--- config.mk ---
export PLATFORM = sky130hd
export DESIGN_NAME = ex_stage_mc
export DESIGN_NICKNAME = d
export VERILOG_FILES = /design/src/rtl/ex_stage_mc.sv
export SDC_FILE = /design/constraint.sdc
export NUM_CORES = 1
export LEC_CHECK = 0
export BUFFER_PORTS_ARGS = -buffer_cell sky130_fd_sc_hd__buf_2
export CAP_MARGIN = 15
export CORE_MARGIN = 2
export CORE_UTILIZATION = 24
export CTS_CLUSTER_DIAMETER = 100
export DETAILED_ROUTE_END_ITERATION = 8
export HOLD_SLACK_MARGIN = 0.08
export PLACE_DENSITY_LB_ADDON = 0.25
export SLEW_MARGIN = 0
export SYNTH_ARGS = -nofsm -noshare
export SYNTH_HDL_FRONTEND = slang
export SYNTH_SLANG_ARGS = --single-unit
export TNS_END_PERCENT = 5
--- constraint.sdc ---
create_clock -name clk -period 4.3 [get_ports clk]
set_input_delay 0.43 -clock clk [delete_from_list [all_inputs] [get_ports clk]]
set_output_delay 0.43 -clock clk [all_outputs]
set_load 0.05 [all_outputs]
--- src/rtl/ex_stage_mc.sv ---
// Multi-cycle execute stage: ALU ops, iterative shift-add MUL, branch/jump targets, registered output slot.
// Optional build macro SAT_ARITH_EN: ADD/SUB (and the JR sum) saturate on signed overflow.
module ex_stage_mc #(
  parameter int WIDTH = 16,
  parameter int SHW   = $clog2(WIDTH)
) (
  input  logic             clk,
  input  logic             rst,
  input  logic             in_valid,
  output logic             in_ready,
  input  logic [3:0]       op,
  input  logic [WIDTH-1:0] pc,
  input  logic [WIDTH-1:0] src0,
  input  logic [WIDTH-1:0] reg2,
  input  logic [WIDTH-1:0] imm,
  input  logic             alu_src,
  input  logic [SHW-1:0]   shamt,
  input  logic [2:0]       flags_in,
  output logic             out_valid,
  input  logic             out_ready,
  output logic [WIDTH-1:0] result,
  output logic [2:0]       flags,
  output logic [WIDTH-1:0] target
);

  localparam logic [3:0] OP_SUB = 4'd1, OP_AND = 4'd2, OP_NOR = 4'd3, OP_SLL = 4'd4,
                         OP_SRL = 4'd5, OP_SRA = 4'd6, OP_MUL = 4'd7, OP_BR  = 4'd8,
                         OP_JR  = 4'd9;
  localparam logic [WIDTH-1:0] MAX_POS  = {1'b0, {(WIDTH-1){1'b1}}};
  localparam logic [WIDTH-1:0] MIN_NEG  = {1'b1, {(WIDTH-1){1'b0}}};
  localparam logic [SHW-1:0]   CNT_INIT = SHW'(WIDTH-1);

  typedef enum logic [1:0] {S_IDLE, S_RUN, S_DONE} state_t;

  state_t           r_state, w_nextState;
  logic             r_outValid;
  logic [WIDTH-1:0] r_result, r_target, r_mcand, r_prodHi, r_prodLo, r_mulTarget;
  logic [2:0]       r_flags;
  logic [SHW-1:0]   r_cnt;

  logic [WIDTH-1:0] w_src1, w_sum, w_diff, w_addRes, w_subRes, w_aluRes, w_pcTarget, w_aluTarget;
  logic             w_addOv, w_subOv, w_aluV, w_keepFlags;
  logic [2:0]       w_aluFlags;
  logic [WIDTH:0]   w_mulSum;
  logic             w_slotFree, w_accept, w_loadAlu, w_loadMul, w_startMul;

  assign w_src1     = alu_src ? reg2 : imm;
  assign w_sum      = src0 + w_src1;
  assign w_diff     = src0 - w_src1;
  assign w_addOv    = (src0[WIDTH-1] == w_src1[WIDTH-1]) && (w_sum[WIDTH-1] != src0[WIDTH-1]);
  assign w_subOv    = (src0[WIDTH-1] != w_src1[WIDTH-1]) && (w_diff[WIDTH-1] != src0[WIDTH-1]);
  assign w_pcTarget = pc + imm + WIDTH'(1);

`ifdef SAT_ARITH_EN
  // Overflow direction follows the sign of src0: a positive src0 can only overflow upward.
  assign w_addRes = w_addOv ? (src0[WIDTH-1] ? MIN_NEG : MAX_POS) : w_sum;
  assign w_subRes = w_subOv ? (src0[WIDTH-1] ? MIN_NEG : MAX_POS) : w_diff;
`else
  assign w_addRes = w_sum;
  assign w_subRes = w_diff;
`endif

  always_comb begin
    w_aluRes    = w_addRes;
    w_aluV      = w_addOv;
    w_keepFlags = 1'b0;
    case (op)
      OP_SUB: begin w_aluRes = w_subRes;              w_aluV = w_subOv;     end
      OP_AND: begin w_aluRes = src0 & w_src1;         w_aluV = flags_in[0]; end
      OP_NOR: begin w_aluRes = ~(src0 | w_src1);      w_aluV = flags_in[0]; end
      OP_SLL: begin w_aluRes = src0 << shamt;         w_aluV = flags_in[0]; end
      OP_SRL: begin w_aluRes = src0 >> shamt;         w_aluV = flags_in[0]; end
      OP_SRA: begin w_aluRes = $signed(src0) >>> shamt; w_aluV = flags_in[0]; end
      OP_BR:  begin w_aluRes = w_sum;                 w_keepFlags = 1'b1;   end
      OP_JR:  begin w_aluRes = w_addRes;              w_keepFlags = 1'b1;   end
      default: ;
    endcase
  end

  assign w_aluFlags  = w_keepFlags ? flags_in : {w_aluRes[WIDTH-1], ~|w_aluRes, w_aluV};
  assign w_aluTarget = (op == OP_JR) ? w_aluRes : w_pcTarget;

  assign w_mulSum   = {1'b0, r_prodHi} + (r_prodLo[0] ? {1'b0, r_mcand} : '0);
  assign w_slotFree = !r_outValid || out_ready;
  assign in_ready   = (r_state == S_IDLE) && w_slotFree;
  assign w_accept   = in_valid && in_ready;

  always_ff @(posedge clk or posedge rst) begin
    if (rst) r_state <= S_IDLE;
    else     r_state <= w_nextState;
  end

  always_comb begin
    w_nextState = r_state;
    w_loadAlu   = 1'b0;
    w_loadMul   = 1'b0;
    w_startMul  = 1'b0;
    case (r_state)
      S_IDLE: if (w_accept) begin
        if (op == OP_MUL) begin
          w_startMul  = 1'b1;
          w_nextState = S_RUN;
        end else begin
          w_loadAlu = 1'b1;
        end
      end
      S_RUN:  if (r_cnt == '0) w_nextState = S_DONE;
      S_DONE: if (w_slotFree) begin
        w_loadMul   = 1'b1;
        w_nextState = S_IDLE;
      end
      default: w_nextState = S_IDLE;
    endcase
  end

  // Product register {hi,lo} starts with the multiplier in lo and shifts right one bit per step.
  always_ff @(posedge clk or posedge rst) begin
    if (rst) begin
      r_mcand     <= '0;
      r_prodHi    <= '0;
      r_prodLo    <= '0;
      r_cnt       <= '0;
      r_mulTarget <= '0;
    end else if (w_startMul) begin
      r_mcand     <= src0;
      r_prodHi    <= '0;
      r_prodLo    <= w_src1;
      r_cnt       <= CNT_INIT;
      r_mulTarget <= w_pcTarget;
    end else if (r_state == S_RUN) begin
      r_prodHi <= w_mulSum[WIDTH:1];
      r_prodLo <= {w_mulSum[0], r_prodLo[WIDTH-1:1]};
      r_cnt    <= r_cnt - SHW'(1);
    end
  end

  always_ff @(posedge clk or posedge rst) begin
    if (rst) begin
      r_outValid <= 1'b0;
      r_result   <= '0;
      r_flags    <= '0;
      r_target   <= '0;
    end else if (w_loadAlu) begin
      r_outValid <= 1'b1;
      r_result   <= w_aluRes;
      r_flags    <= w_aluFlags;
      r_target   <= w_aluTarget;
    end else if (w_loadMul) begin
      r_outValid <= 1'b1;
      r_result   <= r_prodLo;
      r_flags    <= {r_prodLo[WIDTH-1], ~|r_prodLo, |r_prodHi};
      r_target   <= r_mulTarget;
    end else if (out_ready) begin
      r_outValid <= 1'b0;
    end
  end

  assign out_valid = r_outValid;
  assign result    = r_result;
  assign flags     = r_flags;
  assign target    = r_target;

endmodule
==> results of run 1 <==
## layout make-up
class                   instances  area [sq um]  share of cell area
clock inverters                 7         75.07            0.006238
multi-input cells            1003          7167              0.5955
flip-flops and latches        106          2653              0.2204
inverters                      60         227.7             0.01892
clock buffers                   9         225.2             0.01871
repair buffers                166         955.9             0.07943
well taps                     585         732.0             0.06082
## layer usage
layer	track usage	routed length (um)	up-vias
met5	0	0	-
met4	0.05585	1067	0
met3	0.02171	1988	53
met2	0.3158	20130	299
met1	0.2403	17870	5003
li1	-	-	4762
## cells in the mapped netlist (7+ instances only)
cell type and number:
and2_1 21, nand2_1 136, nand3_1 41, a211o_1 9, buf_2 19, o211ai_1 17, nor2b_1 17, nand4_1 8
o22ai_1 13, buf_1 7, or3_1 10, a21oi_1 60, mux2i_1 73, nor3_1 23, mux4_2 11, dfrtp_1 106
a221o_1 19, nor4_1 13, a31oi_1 14, clkbuf_1 48, xnor2_1 23, a211oi_1 17, nand2b_1 21, nor2_1 100
and3_1 7, xor2_1 20, a21o_1 16, ha_1 79, o21ai_0 88, inv_1 57, or2_2 7, mux2_2 22
## worst max-delay path, stage by stage
cell,delay [ps]
buf_2,270
buf_4,260
mux2i_1,460
ha_1,440
or2_2,380
or3_1,360
nand4b_1,290
a21oi_1,390
xnor2_1,160
o21ai_0,110
o21ai_0,520
o21ai_0,200
## cell families after synthesis
logic type	synth area share
AO/OA/AOI/OAI	0.2228
XOR/XNOR	0.03623
adder cells (fa/ha/maj)	0.1028
buffers and inverters	0.05572
flip-flops	0.2551
multiplexers	0.1281
AND/OR/NAND/NOR	0.1993
## path summary, 6_finish.rpt
| kind | endpoint | slack [ps] | cells past startpoint |
|---|---|---|---|
| worst min register to register | r_mulTarget[2] | 480 | 2 |
| worst max register to register | r_prodHi[13] | 1050 | 12 |
| worst max-delay path | flags[0] | 230 | 12 |
| worst min-delay path | target[0] | 170 | 2 |
| max in group asynchronous | r_prodHi[6] | 3260 | 3 |
| min in group clk | flags[1] | 360 | 3 |
## power by group
group	internal [mW]	total (mW)	switching [mW]
sequential	1.42	1.75	0.329
combinational	0.956	2.82	1.86
clock	0.410	0.851	0.441
total	2.78	5.42	2.63
## flip-flops by register name, indices dropped and copies added, names as in the netlist
| register | cells |
|---|---|
| flags | 3 |
| r_prodHi | 16 |
| r_cnt | 4 |
| out_valid | 1 |
| r_prodLo | 16 |
| target | 16 |
| r_mulTarget | 16 |
| r_mcand | 16 |
| r_state | 2 |
| result | 16 |
==> metrics.txt, run 1 <==
status completed; Clock Latency Late Sink 370 ps; number of buffers added on ports 116; top cell type's share of synthesized area 0.2551; clock slew at reported path FFs 80 ps; mapped cell area 10400 sq um; fin crit share 0.9467; Worst Tran Pin Value 1060 ps; CTS tree done; starting DRC count in detailed routing 848; fraction of registers with async set/reset 1.000; Crit. End Element flip-flop; first-pass GRT wire length 62450 um; Area after DPL 11740 sq um; Post-Syn Nets 1411; Routed WL 41050 um; # clock sinks 106; die height 212.1 um; Core Box Area 42890 sq um; Non-Filler Instances 1936; die width 212.1 um; Hold-fix buffers, CTS 0; most frequent cells in the layout nand2_1 (135), buf_2 (116), dfrtp_1 (106); worst ir drop on vdd 0.2197 mV; crit path from alu_src; Yosys cell types 86; Nets 1509; critical path launch point type input pin; GRT Util Overall 0.1837; die area 45000 sq um; Fin. Hold Viols 0; post-CTS setup repair buffer count 0; Reg2Reg Launch Point r_prodLo[0]; CTS Root Cell clkbuf_16; Final ANT Viol Nets 0; max-slew violations 0; fmax 0.2456 GHz; WP data arrival 4280 ps; dominant cells by area after synthesis dfrtp_1 (26%), ha_1 (9.5%), mux2i_1 (7.0%); n_diodes 0; dominant synthesized flop cell dfrtp_1; fillers 4676; Hold Path Class in -> async; RSZ-0062 raised after global routing false; P&R area growth vs syn 15.77%; post-DP HPWL 32310 um; Slew Limit Headroom 0.2931; Yosys top cell by area dfrtp_1; layout cells sized above 1 0.1806; Synth Area per Inst 8.330 sq um; Max-Cap Viols 0; P_leak 5.546 nW; vias in the first global route 9907; gpl congestion 0.9366; Bufs on Longest Clock Path 2; Remaining DRCs 0; average routed wire per standard cell 21.20 um; H-tree levels 3; cells after synthesis 1248; Pwr Total 5.417 mW; clock skew 14.05 ps; Initial Util 0.2424; via count 10120; final core occ 0.2806; synthesis-stage register bit count 106; post-CTS sizing 0; # IOs 117; yosys warns 0; first drt pass iteration count 5; Final WS setup 229.1 ps; Final setup viols 0; dpl cells 1920; Place WS -83.31 ps; crit-path max FO 10; setup_tns 0 ps; largest net degree at the start of global routing 52; initial antenna violation count 0; EDFF count, synth 0; number of buffers created by CTS 9; design area 12040 sq um; number of cell rows 76; Vias/cell 5.226; critical path required time 4510 ps; share of the yosys chip area belonging to registers 0.2551; Fin Hold WS 168.2 ps; minimum clock period after layout 4071 ps; grt total ovfl 0; most common cell after layout, fill and taps aside nand2_1; crit path kind in -> reg; P per Cell Area 450.1 nW/um^2
(Power assumes the default switching activity.)
==> run 2: changes to the inputs <==
--- a/config.mk
+++ b/config.mk
@@ -12,6 +12,7 @@
 export CTS_CLUSTER_DIAMETER = 100
 export DETAILED_ROUTE_END_ITERATION = 8
 export HOLD_SLACK_MARGIN = 0.08
+export MAX_ROUTING_LAYER = met4
 export PLACE_DENSITY_LB_ADDON = 0.25
 export SLEW_MARGIN = 0
 export SYNTH_ARGS = -nofsm -noshare
==> run 2 against run 1 <==
Effect of this change: first-iteration DRC count grew 3.7%; utilization up 0.058 points; via count down 0.12%; total power up 1.0%; sequential power about the same; maximum frequency rose by 5.4%; sequential share of layout area is essentially flat; non-clock buffer count up 3; combinational power hardly changed; global-route usage grew 0.99 points; wire length is 2.3% higher.
==> metrics.txt, run 2 (synthesis gave the netlist of run 1 again) <==
Nets 1512 (was 1509); RR Endpoint r_prodHi[13] (unchanged); Initial Util 0.2424 (unchanged); P_leak 5.565 nW (was 5.546 nW); largest net degree at the start of global routing 45 (was 52); Hold-fix buffers, CTS 0 (unchanged); # clock sinks 106 (unchanged); Final ANT Viol Nets 0 (unchanged); reg2reg setup slack 1100 ps (was 1050 ps); most common cell after layout, fill and taps aside nand2_1 (unchanged); P&R area growth vs syn 16.01% (was 15.77%); Vias/cell 5.211 (was 5.226); n_diodes 0 (unchanged); Worst Reg-to-Reg Cells 12 (unchanged); average routed wire per standard cell 21.65 um (was 21.20 um); Bufs on Longest Clock Path 2 (unchanged); fillers 4695 (was 4676); number of buffers added on ports 116 (unchanged); vias in the first global route 9950 (was 9907); crit path cell chain buf_2 -> buf_4 -> mux2i_1 -> ha_1 -> or2_2 -> or3_1 -> nand4b_1 -> a21oi_1 -> xnor2_1 -> o21ai_0 -> o21ai_0 -> o21ai_0 (unchanged); Place WS 74.51 ps (was -83.31 ps); CTS Root Cell clkbuf_16 (unchanged); first drt pass iteration count 5 (unchanged); status completed (unchanged); Final setup viols 0 (unchanged); CP most frequent cell o21ai_0 (unchanged); fin crit share 0.8982 (was 0.9467); critical path required time 4520 ps (was 4510 ps); Crit. End Element flip-flop (unchanged); Routed WL 41970 um (was 41050 um); number of cell rows 76 (unchanged); grt total ovfl 0 (unchanged); die height 212.1 um (unchanged); critical path launch point type input pin (unchanged); layout cells sized above 1 0.1817 (was 0.1806); Reg area 2653 sq um (unchanged); crit-path max FO 9 (was 10); fmax 0.2589 GHz (was 0.2456 GHz); Clock Latency Late Sink 370 ps (about the same); max-slew violations 0 (unchanged); via count 10110 (was 10120); P per Cell Area 453.9 nW/um^2 (was 450.1 nW/um^2); RSZ-0062 raised after global routing false (unchanged); Final WS setup 437.6 ps (was 229.1 ps); Max-Cap Viols 0 (unchanged); CP Buf/Inv Count 2 (unchanged); die width 212.1 um (unchanged); minimum clock period after layout 3862 ps (was 4071 ps); CTS tree done (unchanged); Core Box Area 42890 sq um (unchanged); first-pass GRT wire length 63510 um (was 62450 um); clock slew at reported path FFs 70 ps (was 80 ps); post-CTS setup repair buffer count 0 (unchanged); die area 45000 sq um (unchanged); post-DP HPWL 33060 um (was 32310 um); crit path kind in -> reg (unchanged); Remaining DRCs 0 (unchanged); gpl congestion 0.9496 (was 0.9366); Fin Hold WS 89.11 ps (was 168.2 ps); Top delay family on crit path compound AO/OA/AOI/OAI gates (unchanged); Reg2Reg Launch Point r_prodLo[0] (unchanged); number of buffers created by CTS 9 (unchanged); area of the multi-input gates 7167 sq um (unchanged); GRT Util Overall 0.1935 (was 0.1837); Fin. Hold Viols 0 (unchanged); setup_tns 0 ps (unchanged); Worst Tran Pin Value 1099 ps (was 1060 ps); Slew Limit Headroom 0.2659 (was 0.2931); clock skew 11.23 ps (was 14.05 ps); most frequent cells in the layout nand2_1 (135), buf_2 (116), dfrtp_1 (106) (unchanged); starting DRC count in detailed routing 879 (was 848); post-CTS sizing 0 (unchanged); WP data arrival 4090 ps (was 4280 ps); # IOs 117 (unchanged); H-tree levels 3 (unchanged); Hold Path Class in -> async (unchanged); initial antenna violation count 0 (unchanged); worst ir drop on vdd 0.2088 mV (was 0.2197 mV); crit-path max cell delay 470 ps (was 520 ps); CP max-delay cell o21ai_0 (unchanged)
-- run 2: cell type report --
class,count,share of cell area
inverter,60,0.01888
multi-input combinational,1003,0.5943
tap,585,0.06069
clock buffer,10,0.01899
sequential,106,0.2199
clock inverter,6,0.006121
timing repair buffer,169,0.08113
-- run 2: metal layers --
metal  track usage  wire [um]  part of all wire
met1        0.2432      18370              0.44
met3       0.02718       1991             0.047
met4       0.05464       1002             0.024
met5             -          0                 0
met2        0.3241      20600              0.49
-- run 2: metrics by stage --
step,util,std cells,instance area [sq um],total power [mW]
2_1_floorplan,-,1248,10400,3.702
3_3_place_gp,0.2742,1923,11760,4.587
3_5_place_dp,0.2742,1923,11760,4.607
4_1_cts,0.2812,1939,12060,5.508
5_1_grt,0.2812,1939,12060,5.865
6_report,0.2812,1939,12060,5.474
-- run 2: worst max path at each step --
stage | startpoint | end | slack (ps) | cells after the start
3_5_place_dp | alu_src | flags[0] | 70 | 12
3_3_place_gp | alu_src | flags[0] | 130 | 12
5_1_grt | alu_src | target[11] | 260 | 11
2_1_floorplan | alu_src | flags[1] | 190 | 13
4_1_cts | alu_src | flags[0] | 460 | 12
6_report | alu_src | flags[0] | 440 | 12
-- run 2: power by group --
part	switching, mW	total (mW)	internal [mW]
clock network	0.422	0.884	0.462
logic	1.87	2.84	0.964
registers	0.336	1.75	1.42
==> run 3: changes to the inputs <==
--- a/config.mk
+++ b/config.mk
@@ -5,6 +5,7 @@
 export SDC_FILE = /design/constraint.sdc
 export NUM_CORES = 1
 export LEC_CHECK = 0
+export ABC_AREA = 1
 export BUFFER_PORTS_ARGS = -buffer_cell sky130_fd_sc_hd__buf_2
 export CAP_MARGIN = 15
 export CORE_MARGIN = 2
==> run 3 against run 2 <==
Effect of this change: global-route usage is 1.2 points higher; highest routed layer unchanged; largest cell class unchanged; sequential cell count did not move; sequential share of layout area is 0.45 points higher; non-clock buffer count decreased by 24; sequential power about the same; via count grew 12%; critical path depth up 7; design area fell by 2.0%; first-iteration DRC count decreased by 2.7%; clock skew down 2.5 ps; synthesized cell count grew 32%; cell count increased by 18%.
==> metrics.txt, run 3 <==
status completed (unchanged); most common cell after layout, fill and taps aside nand2_1 (unchanged); crit-path max FO 19 (was 9); Post-Syn Nets 1805 (was 1411); share of the yosys chip area belonging to registers 0.2578 (was 0.2551); setup_tns 0 ps (unchanged); WP data arrival 3920 ps (was 4090 ps); Slew Limit Headroom 0.3390 (was 0.2659); most frequent cells in the layout nand2_1 (482), inv_1 (208), nand3_1 (199) (was nand2_1 (135), buf_2 (116), dfrtp_1 (106)); CP max-delay cell o21ai_0 (unchanged); dpl cells 2263 (was 1923); Sw Pwr 2.840 mW (was 2.629 mW); CP most frequent cell nand2_1 (was o21ai_0); H-tree levels 3 (unchanged); post-DP HPWL 36100 um (was 33060 um); Fin. Hold Viols 0 (unchanged); Hold Path Class in -> reg (was in -> async); grt total ovfl 0 (unchanged); die width 211.1 um (was 212.1 um); yosys warns 0 (unchanged); Remaining DRCs 0 (unchanged); via count 11310 (was 10110); RR Endpoint r_prodHi[15] (was r_prodHi[13]); GRT Util Overall 0.2053 (was 0.1935); Area after DPL 11470 sq um (was 11760 sq um); Nets 1900 (was 1512); fraction of registers with async set/reset 1.000 (unchanged); die area 44550 sq um (was 45000 sq um); internal power 2.763 mW (was 2.845 mW); synthesis-stage register bit count 106 (unchanged); number of buffers added on ports 116 (unchanged); layout cells sized above 1 0.1068 (was 0.1817); reg2reg setup slack 1430 ps (was 1100 ps); Clock power frac 0.160 (was 0.161); crit-path max cell delay 610 ps (was 470 ps); Final ANT Viol Nets 0 (unchanged); crit path from alu_src (unchanged); fmax 0.2768 GHz (was 0.2589 GHz); max-slew violations 0 (unchanged); worst ir drop on vdd 0.2455 mV (was 0.2088 mV); top cell type's share of synthesized area 0.2578 (was 0.2551); die height 211.1 um (was 212.1 um); # IOs 117 (unchanged); CTS tree done (unchanged); crit path cell chain buf_2 -> buf_4 -> o21ai_0 -> ha_1 -> nor2_1 -> nand4_1 -> nand3_1 -> nand2_1 -> nand2_1 -> nand2_1 -> nand3_1 -> nand3_1 -> nor2_1 -> nand2_1 -> nor2_1 -> nand3_1 -> nand2_1 -> nand2_1 -> nand2_1 (was buf_2 -> buf_4 -> mux2i_1 -> ha_1 -> or2_2 -> or3_1 -> nand4b_1 -> a21oi_1 -> xnor2_1 -> o21ai_0 -> o21ai_0 -> o21ai_0); Non-Filler Instances 2281 (was 1939); cells after synthesis 1642 (was 1248); EDFF count, synth 0 (unchanged); clock skew 8.735 ps (was 11.23 ps); average routed wire per standard cell 19.38 um (was 21.65 um); post-CTS setup repair buffer count 0 (unchanged); first-pass GRT wire length 67390 um (was 63510 um); Clock Latency Late Sink 370 ps (about the same); P_leak 6.198 nW (was 5.565 nW); sequential power share 0.315 (was 0.320); Yosys top cell by area dfrtp_1 (unchanged); number of buffers created by CTS 9 (unchanged); n_diodes 0 (unchanged); minimum clock period after layout 3612 ps (was 3862 ps); first drt pass iteration count 6 (was 5); largest net degree at the start of global routing 81 (was 45); P&R area growth vs syn 14.83% (was 16.01%); clock slew at reported path FFs 70 ps (about the same); vias in the first global route 11080 (was 9950); most frequent cells after synthesis nand2_1 (482), inv_1 (209), nand3_1 (199) (was nand2_1 (136), dfrtp_1 (106), nor2_1 (100)); Vias/cell 4.958 (was 5.211); post-CTS sizing 0 (unchanged); Crit. End Element flip-flop (unchanged); P per Cell Area 474.2 nW/um^2 (was 453.9 nW/um^2); Core Box Area 42130 sq um (was 42890 sq um); Final setup viols 0 (unchanged); mapped cell area 10290 sq um (was 10400 sq um); design area 11820 sq um (was 12060 sq um); critical path launch point type input pin (unchanged); gpl congestion 1.041 (was 0.9496); Synth Area per Inst 6.267 sq um (was 8.330 sq um); fin crit share 0.8401 (was 0.8982); Worst Tran Pin Value 990.4 ps (was 1099 ps); Reg2Reg Launch Point r_prodLo[0] (unchanged); Initial Util 0.2442 (was 0.2424); Routed WL 44210 um (was 41970 um); Yosys cell types 42 (was 86); Logic pwr share 0.525 (was 0.518); crit path kind in -> reg (unchanged); dominant cells by area after synthesis dfrtp_1 (26%), nand2_1 (18%), nand3_1 (9.7%) (was dfrtp_1 (26%), ha_1 (9.5%), mux2i_1 (7.0%)); starting DRC count in detailed routing 855 (was 879); # clock sinks 106 (unchanged); Bufs on Longest Clock Path 2 (unchanged); dominant synthesized flop cell dfrtp_1 (unchanged); critical path required time 4600 ps (was 4520 ps); Max-Cap Viols 0 (unchanged); CTS Root Cell clkbuf_16 (unchanged); switching share of power 0.5068 (was 0.4803); RSZ-0062 raised after global routing false (unchanged); number of cell rows 75 (was 76); initial antenna violation count 1 (was 0); Worst Reg-to-Reg Cells 14 (was 12); top-count cell post-synth nand2_1 (unchanged); Worst Setup EP flags[1] (was flags[0])
run 3: power groups by stage:
stage | clock, mW | sequential [mW] | combinational [mW]
CTS | 0.914 | 1.77 | 2.94
detailed placement | 0 | 1.78 | 2.94
global placement | 0 | 1.78 | 2.95
finish | 0.898 | 1.76 | 2.94
global route | 0.959 | 1.82 | 3.26
floorplan | 0 | 2.23 | 1.54
run 3: routing by layer:
layer  track usage  share of wire
met1        0.2741           0.46
met2        0.3311           0.47
met3       0.01844          0.043
met4       0.05901          0.030
met5             -              0
run 3: critical path: cells and delay by family:
family | cells | cell delay, ps
buffers and inverters | 2 | 400
adder cells (fa/ha/maj) | 1 | 420
AND/OR/NAND/NOR | 15 | 2030
AO/OA/AOI/OAI | 1 | 610
run 3: layout make-up:
cell class	instances	area, sq um
clock buffer	11	252.7
clock inverter	5	61.31
fill	4733	30320
inverter	216	815.8
multi-input combinational	1259	6540
sequential	106	2653
tap	539	674.4
timing repair buffer	145	820.8
run 3: per-stage QoR:
step | utilization | total power [mW] | setup slack (ps) | hold WS, ps
2_1_floorplan | - | 3.767 | 1081 | 436.7
3_3_place_gp | 0.2721 | 4.725 | 361.7 | 452.3
3_5_place_dp | 0.2721 | 4.722 | 405.2 | 468.5
4_1_cts | 0.2796 | 5.628 | 775.6 | 337.2
5_1_grt | 0.2805 | 6.042 | 425.4 | 363.3
6_report | 0.2805 | 5.603 | 687.6 | 353.6
run 3: logic make-up (layout without fill, tap and decap cells):
family          count (synthesis)  in the layout  share of synthesized area
compound gates                290            290                     0.1583
xor+xnor                       22             22                    0.01872
fa+ha+maj                      83             83                     0.1038
buf+inv                       277            377                     0.1067
flops                         106            106                     0.2578
simple gates                  864            864                     0.3547
run 3: how the worst min path moves through the flow:
| stage | startpoint | end | slack [ps] | cells after the start |
|---|---|---|---|---|
| after global routing | out_ready | out_valid | 360 | 4 |
| after floorplan | r_mulTarget[2] | r_mulTarget[2] | 440 | 2 |
| after detailed placement | r_mulTarget[6] | r_mulTarget[6] | 470 | 2 |
| after global placement | r_mulTarget[2] | r_mulTarget[2] | 450 | 2 |
| final | out_ready | out_valid | 350 | 4 |
| after CTS | out_ready | out_valid | 340 | 4 |
run 3: what timing repair did:
item	in CTS	in global routing
hold buffers	0	1
endpoints found under the setup margin	0	0
endpoints found under the hold margin	0	11
